==> config.mk <==
export PLATFORM = sky130hd
export DESIGN_NAME = sub_bytes_pipe
export DESIGN_NICKNAME = d
export VERILOG_FILES = /design/src/rtl/sub_bytes_pipe.sv
export SDC_FILE = /design/constraint.sdc
export NUM_CORES = 2
export LEC_CHECK = 0
export BUFFER_PORTS_ARGS = -buffer_cell sky130_fd_sc_hd__buf_2
export CAP_MARGIN = 20
export CORE_MARGIN = 3
export CORE_UTILIZATION = 56
export DETAILED_ROUTE_END_ITERATION = 10
export GPL_ROUTABILITY_DRIVEN = 0
export PLACE_DENSITY = 0.72
export SLEW_MARGIN = 20
export SYNTH_ARGS = -nofsm -noshare
export SYNTH_HDL_FRONTEND = slang
export SYNTH_SLANG_ARGS = --single-unit
==> constraint.sdc <==
create_clock -name clk -period 50.3 [get_ports clk]
set_input_delay 5.03 -clock clk [delete_from_list [all_inputs] [get_ports clk]]
set_output_delay 5.03 -clock clk [all_outputs]
set_load 0.005 [all_outputs]
==> src/rtl/sub_bytes_pipe.sv <==
`default_nettype none
// ============================================================================
//  Module      : sub_bytes_pipe
//  Description : Pipelined AES byte-substitution engine. Every accepted beat
//                has the forward S-box (encrypt) or the inverse S-box
//                (decrypt) applied to each of its LANES bytes in parallel.
//                The mode bit travels with its beat, so forward and inverse
//                beats may be freely interleaved. Valid/ready on both sides.
//  Parameters  : LANES       - bytes substituted per beat (1..16)
//                PIPE_STAGES - register stages from input to output (1 or 2)
//  Ports       : clk        - rising-edge clock
//                rst        - synchronous active-high reset
//                in_valid   - input beat present
//                in_ready   - engine accepts a beat this cycle
//                in_inv     - 0 = forward S-box, 1 = inverse S-box
//                in_data    - lane i = in_data[8*i+7:8*i]
//                out_valid  - result beat present
//                out_ready  - downstream accepts the result this cycle
//                out_data   - lane i = S(lane i) or S^-1(lane i)
//  Revision    : 1.0 - initial release
// ============================================================================
module sub_bytes_pipe #(
    parameter int LANES       = 4,
    parameter int PIPE_STAGES = 2
) (
    input  logic                 clk,
    input  logic                 rst,
    input  logic                 in_valid,
    output logic                 in_ready,
    input  logic                 in_inv,
    input  logic [8*LANES-1:0]   in_data,
    output logic                 out_valid,
    input  logic                 out_ready,
    output logic [8*LANES-1:0]   out_data
);

    localparam int         c_W        = 8 * LANES;
    localparam logic [7:0] c_POLY     = 8'h1b;  // x^8 + x^4 + x^3 + x + 1, low byte
    localparam logic [7:0] c_FWD_CONST = 8'h63;
    localparam logic [7:0] c_INV_CONST = 8'h05;

    // ------------------------------------------------------------------------
    // GF(2^8) arithmetic
    // ------------------------------------------------------------------------
    function automatic logic [7:0] gf_mul(input logic [7:0] a, input logic [7:0] b);
        logic [7:0] p;
        logic [7:0] x;
        p = 8'h00;
        x = a;
        for (int i = 0; i < 8; i++) begin
            if (b[i]) begin
                p = p ^ x;
            end
            x = {x[6:0], 1'b0} ^ (x[7] ? c_POLY : 8'h00);
        end
        return p;
    endfunction

    // Multiplicative inverse as a^254 = a^2 * a^4 * ... * a^128.
    // Zero maps to zero without a special case, as AES requires.
    function automatic logic [7:0] gf_inv(input logic [7:0] a);
        logic [7:0] sq;
        logic [7:0] acc;
        sq  = a;
        acc = 8'h01;
        for (int i = 1; i < 8; i++) begin
            sq  = gf_mul(sq, sq);
            acc = gf_mul(acc, sq);
        end
        return acc;
    endfunction

    // Forward S-box = affine(inv(x)); inverse S-box = inv(affine^-1(x)).
    // Both directions share one field inverter per lane: the inverse mode
    // applies its affine map before the inverter, the forward mode after.
    function automatic logic [7:0] sbox_any(input logic [7:0] x, input logic inv);
        logic [7:0] pre;
        logic [7:0] y;
        logic [7:0] fwd;
        pre = {x[6:0], x[7]} ^ {x[4:0], x[7:5]} ^ {x[1:0], x[7:2]} ^ c_INV_CONST;
        y   = gf_inv(inv ? pre : x);
        fwd = y ^ {y[6:0], y[7]} ^ {y[5:0], y[7:6]} ^ {y[4:0], y[7:5]}
                ^ {y[3:0], y[7:4]} ^ c_FWD_CONST;
        return inv ? y : fwd;
    endfunction

    // ------------------------------------------------------------------------
    // Pipeline state
    // ------------------------------------------------------------------------
    logic             r_vld  [PIPE_STAGES];
    logic             r_inv  [PIPE_STAGES];
    logic [c_W-1:0]   r_data [PIPE_STAGES];

    logic             w_src_vld  [PIPE_STAGES];
    logic             w_src_inv  [PIPE_STAGES];
    logic [c_W-1:0]   w_src_data [PIPE_STAGES];

    logic [PIPE_STAGES:0] w_rdy;
    logic [c_W-1:0]       w_lut_in;
    logic [c_W-1:0]       w_lut_out;
    logic                 w_lut_inv;

    // A stage can load when it is empty or when its contents move on this
    // cycle; evaluated from the output end so a full pipe still streams.
    always_comb begin
        w_rdy              = '0;
        w_rdy[PIPE_STAGES] = out_ready;
        for (int s = PIPE_STAGES - 1; s >= 0; s--) begin
            w_rdy[s] = !r_vld[s] || w_rdy[s+1];
        end
    end

    // ------------------------------------------------------------------------
    // Placement of the lookup within the pipe
    // ------------------------------------------------------------------------
    generate
        if (PIPE_STAGES == 2) begin : g_two_stage
            // Stage 0 captures the raw beat; lookup sits between stage 0 and 1.
            assign w_lut_in      = r_data[0];
            assign w_lut_inv     = r_inv[0];
            assign w_src_vld[0]  = in_valid;
            assign w_src_inv[0]  = in_inv;
            assign w_src_data[0] = in_data;
            assign w_src_vld[1]  = r_vld[0];
            assign w_src_inv[1]  = r_inv[0];
            assign w_src_data[1] = w_lut_out;
        end else begin : g_one_stage
            // Lookup directly on the input bus into the only stage.
            assign w_lut_in      = in_data;
            assign w_lut_inv     = in_inv;
            assign w_src_vld[0]  = in_valid;
            assign w_src_inv[0]  = in_inv;
            assign w_src_data[0] = w_lut_out;
        end
    endgenerate

    generate
        for (genvar i = 0; i < LANES; i++) begin : g_lane
            assign w_lut_out[8*i +: 8] = sbox_any(w_lut_in[8*i +: 8], w_lut_inv);
        end
    endgenerate

    // ------------------------------------------------------------------------
    // Stage registers: load when ready, otherwise hold everything unchanged
    // ------------------------------------------------------------------------
    generate
        for (genvar s = 0; s < PIPE_STAGES; s++) begin : g_stage
            always_ff @(posedge clk) begin
                if (rst) begin
                    r_vld[s]  <= 1'b0;
                    r_inv[s]  <= 1'b0;
                    r_data[s] <= '0;
                end else if (w_rdy[s]) begin
                    r_vld[s]  <= w_src_vld[s];
                    r_inv[s]  <= w_src_inv[s];
                    r_data[s] <= w_src_data[s];
                end
            end
        end
    endgenerate

    assign in_ready  = w_rdy[0];
    assign out_valid = r_vld[PIPE_STAGES-1];
    assign out_data  = r_data[PIPE_STAGES-1];

endmodule
`default_nettype wire

==> flow_metrics.env <==
export IMPL_status="completed"
export IMPL_cts_hold_buffers_added=0
export IMPL_fin_tns_setup_ps=0
export IMPL_tightestPinTransition_ps=1170
export IMPL_synth_top_cells_by_area="xnor2_1, nor2_1, xnor3_1"
export IMPL_rsz0062_at_grt="no"
export IMPL_gr_total_overflow=0
export IMPL_endpoint_kind="register"
export IMPL_fmax_mhz=48.4
export IMPL_synth_seq_cells=67
export IMPL_pre_cts_slack_ps=30050
export IMPL_drive_gt1_frac=0.0913
export IMPL_synth_top_area_frac=0.243
export IMPL_worstSetupPathType="reg -> reg"
export IMPL_drtAntennaViolNets=0
export IMPL_areaGrowthSynthToFinish_pct=3.81
export IMPL_hp_class="reg -> reg"
export IMPL_finalCritPeriodShare=0.411
export IMPL_drc_errors=0
export IMPL_grt_pass1_wl_um=294000
export IMPL_core_um2=110000
export IMPL_hold_viol=0
export IMPL_nNetsFinal=8394
export IMPL_syn_num_nets=8665
export IMPL_post_cts_buffers=0
export IMPL_synthArstFlopShare=0
export IMPL_cts_root_buf="clkbuf_16"
export IMPL_start_kind="register"
export IMPL_routedWlPerCell_um=18.3
export IMPL_cts_resized=0
export IMPL_slowest_delay_ps=850
export IMPL_ys_seq_area_frac=0.0323
export IMPL_die_h_um=340
export IMPL_synthCells=8600
export IMPL_place_inst=9793
export IMPL_numCtsBuffers=9
export IMPL_initial_core_util=0.569
export IMPL_crit_fanout=66
export IMPL_drv_slew=0
export IMPL_portBuffers=70
export IMPL_num_rows=121
export IMPL_worst_ep_arrival_time_ps=20790
export IMPL_synthFlopType="edfxtp_1"
export IMPL_viasPerCell=6.21
export IMPL_insertedDiodeCount=0
export IMPL_cp_slowest_cell="nor2_1"
export IMPL_drt_initial_drc_count=6965
export IMPL_syn_area_per_cell_um2=7.25
export IMPL_skew_ps=26.8
export IMPL_cts_sink_count=67
export IMPL_synth_top_family_by_area="XOR/XNOR gates"
export IMPL_crit_family="compound AO/OA/AOI/OAI gates"
export IMPL_grt_util_all_layers=0.296
export IMPL_synth_compound_area_frac=0.196
export IMPL_fin_cells=9809
export IMPL_grt_max_degree=67
export IMPL_synth_xor_area_frac=0.464
export IMPL_fin_ws_ps=29620
export IMPL_setup_violations=0
export IMPL_synth_mux_area_frac=0.0436
export IMPL_synth_simple_gate_area_share=0.210
export IMPL_synthAdderAreaFrac=0.00562
export IMPL_min_period_ps=20680
export IMPL_dp_hpwl_um=127000
export IMPL_crit_path_frequent_cell="xnor2_1"
export IMPL_dieWidth_um=340
export IMPL_worstSkewPairLatency_ps=420
export IMPL_cts_tree="done"
export IMPL_antenna_found_initial=3
export IMPL_dieArea_um2=115000
export IMPL_path_clk_slew_ps=80
export IMPL_syn_area_um2=62300
export IMPL_critPathBufInv=11
export IMPL_synth_warnings=0
export IMPL_clock_path_buffers=2
export IMPL_final_area_um2=64700
export IMPL_synth_cell_types=128
export IMPL_routed_wl_um=179000
export IMPL_drt_pass1_iter_count=8
export IMPL_slew_limit_headroom=0.216
export IMPL_ios=71
export IMPL_cts_htree_levels=3
export IMPL_first_global_vias=56200
export IMPL_yosys_area_top_type="xnor2_1"
export IMPL_maxCapViolCount=0
export IMPL_postPlaceCellArea_um2=64300
export IMPL_worst_ep_required_time_ps=50410
export IMPL_vias=60900
export IMPL_synth_edf_count=67
==> Yosys cell counts, drive strengths merged (52+ instances only) <==
cell / number
a211oi: 78
a21oi: 539
a22oi: 56
a31oi: 67
and2: 91
buf: 205
clkbuf: 396
edfxtp: 67
inv: 92
mux2i: 215
nand2: 811
nand2b: 63
nand3: 193
nor2: 1285
nor2b: 70
nor3: 227
o211ai: 90
o21ai: 468
o22ai: 109
or3: 52
xnor2: 1868
xnor3: 223
xor2: 515
xor3: 59
==> routing by layer <==
| layer | vias to the layer above | share of wire | global-route usage |
|---|---|---|---|
| li1 | 29200 | - | - |
| met1 | 28900 | 0.45 | 0.427 |
| met2 | 2615 | 0.45 | 0.476 |
| met3 | 260 | 0.076 | 0.0250 |
| met4 | 2 | 0.018 | 0.0756 |
| met5 | - | 0.000072 | 0 |
==> tightest hold or removal path, delay by kind of cell (launching register included) <==
family        cells  cell delay (ps)
flops             1              420
simple gates      1               90
buf+inv           1               60
==> sequential cells by signal, summed over array words and instances, names as in the netlist <==
register and cells:
r_vld 2, r_inv 1, r_data 64
==> logic make-up (layout without fill, tap and decap cells) <==
family	after synthesis	after routing
simple gates	2989	2989
xor+xnor	2665	2665
compound gates	1890	1890
buf+inv	704	437
mux	257	257
flops	67	67
fa+ha+maj	28	28
==> layout by cell type (no fill, tap or decap), drive strengths merged, types with 28 or more instances in the layout <==
master and n:
xnor2 1868, o32ai 31, nand4 40, o22ai 109, or3 52, mux2i 215, xor3 59, nor2b 70
nor2 1285, a22oi 56, nand2 811, or2 35, a221oi 34, o221ai 40, nand2b 63, mux2 41
o21ai 468, ha 28, a211oi 78, o21a 29, and3 36, xor2 515, nor4 29, xnor3 223
and2 91, a21oi 539, o31ai 33, inv 92, nand3 193, a21o 31, edfxtp 67, nor3 227
o211ai 90, buf 319, a31oi 67
==> path summary, 6_finish.rpt <==
path / start / endpoint / slack, ps / depth (start not counted)
max reg2reg: r_inv[0]$_DFFE_PP_ / r_data[1][25]$_SDFFCE_PN0P_ / 29620 / 74
min: r_vld[0]$_DFFE_PP_ / r_vld[1]$_SDFFCE_PN0P_ / 680 / 2
max: r_inv[0]$_DFFE_PP_ / r_data[1][25]$_SDFFCE_PN0P_ / 29620 / 74
min reg2reg: r_vld[0]$_DFFE_PP_ / r_vld[1]$_SDFFCE_PN0P_ / 680 / 2
==> area by class of cell <==
type	count	area [um2]
clock buffer	9	225
clock inverter	6	115
fill	10200	44900
inverter	103	387
multi-input combinational	7829	57900
sequential	67	2010
tap	1476	1850
timing repair buffer	319	2230
==> stage by stage <==
stage	utilization	hold WS (ps)
floorplan	-	568
global placement	0.587	648
detailed placement	0.587	688
CTS	0.590	680
global route	0.590	704
finish	0.590	684
Power is left out: the tool's default activity adds up to more than one toggle a clock period on the data nets, which glitch-free logic cannot reach.
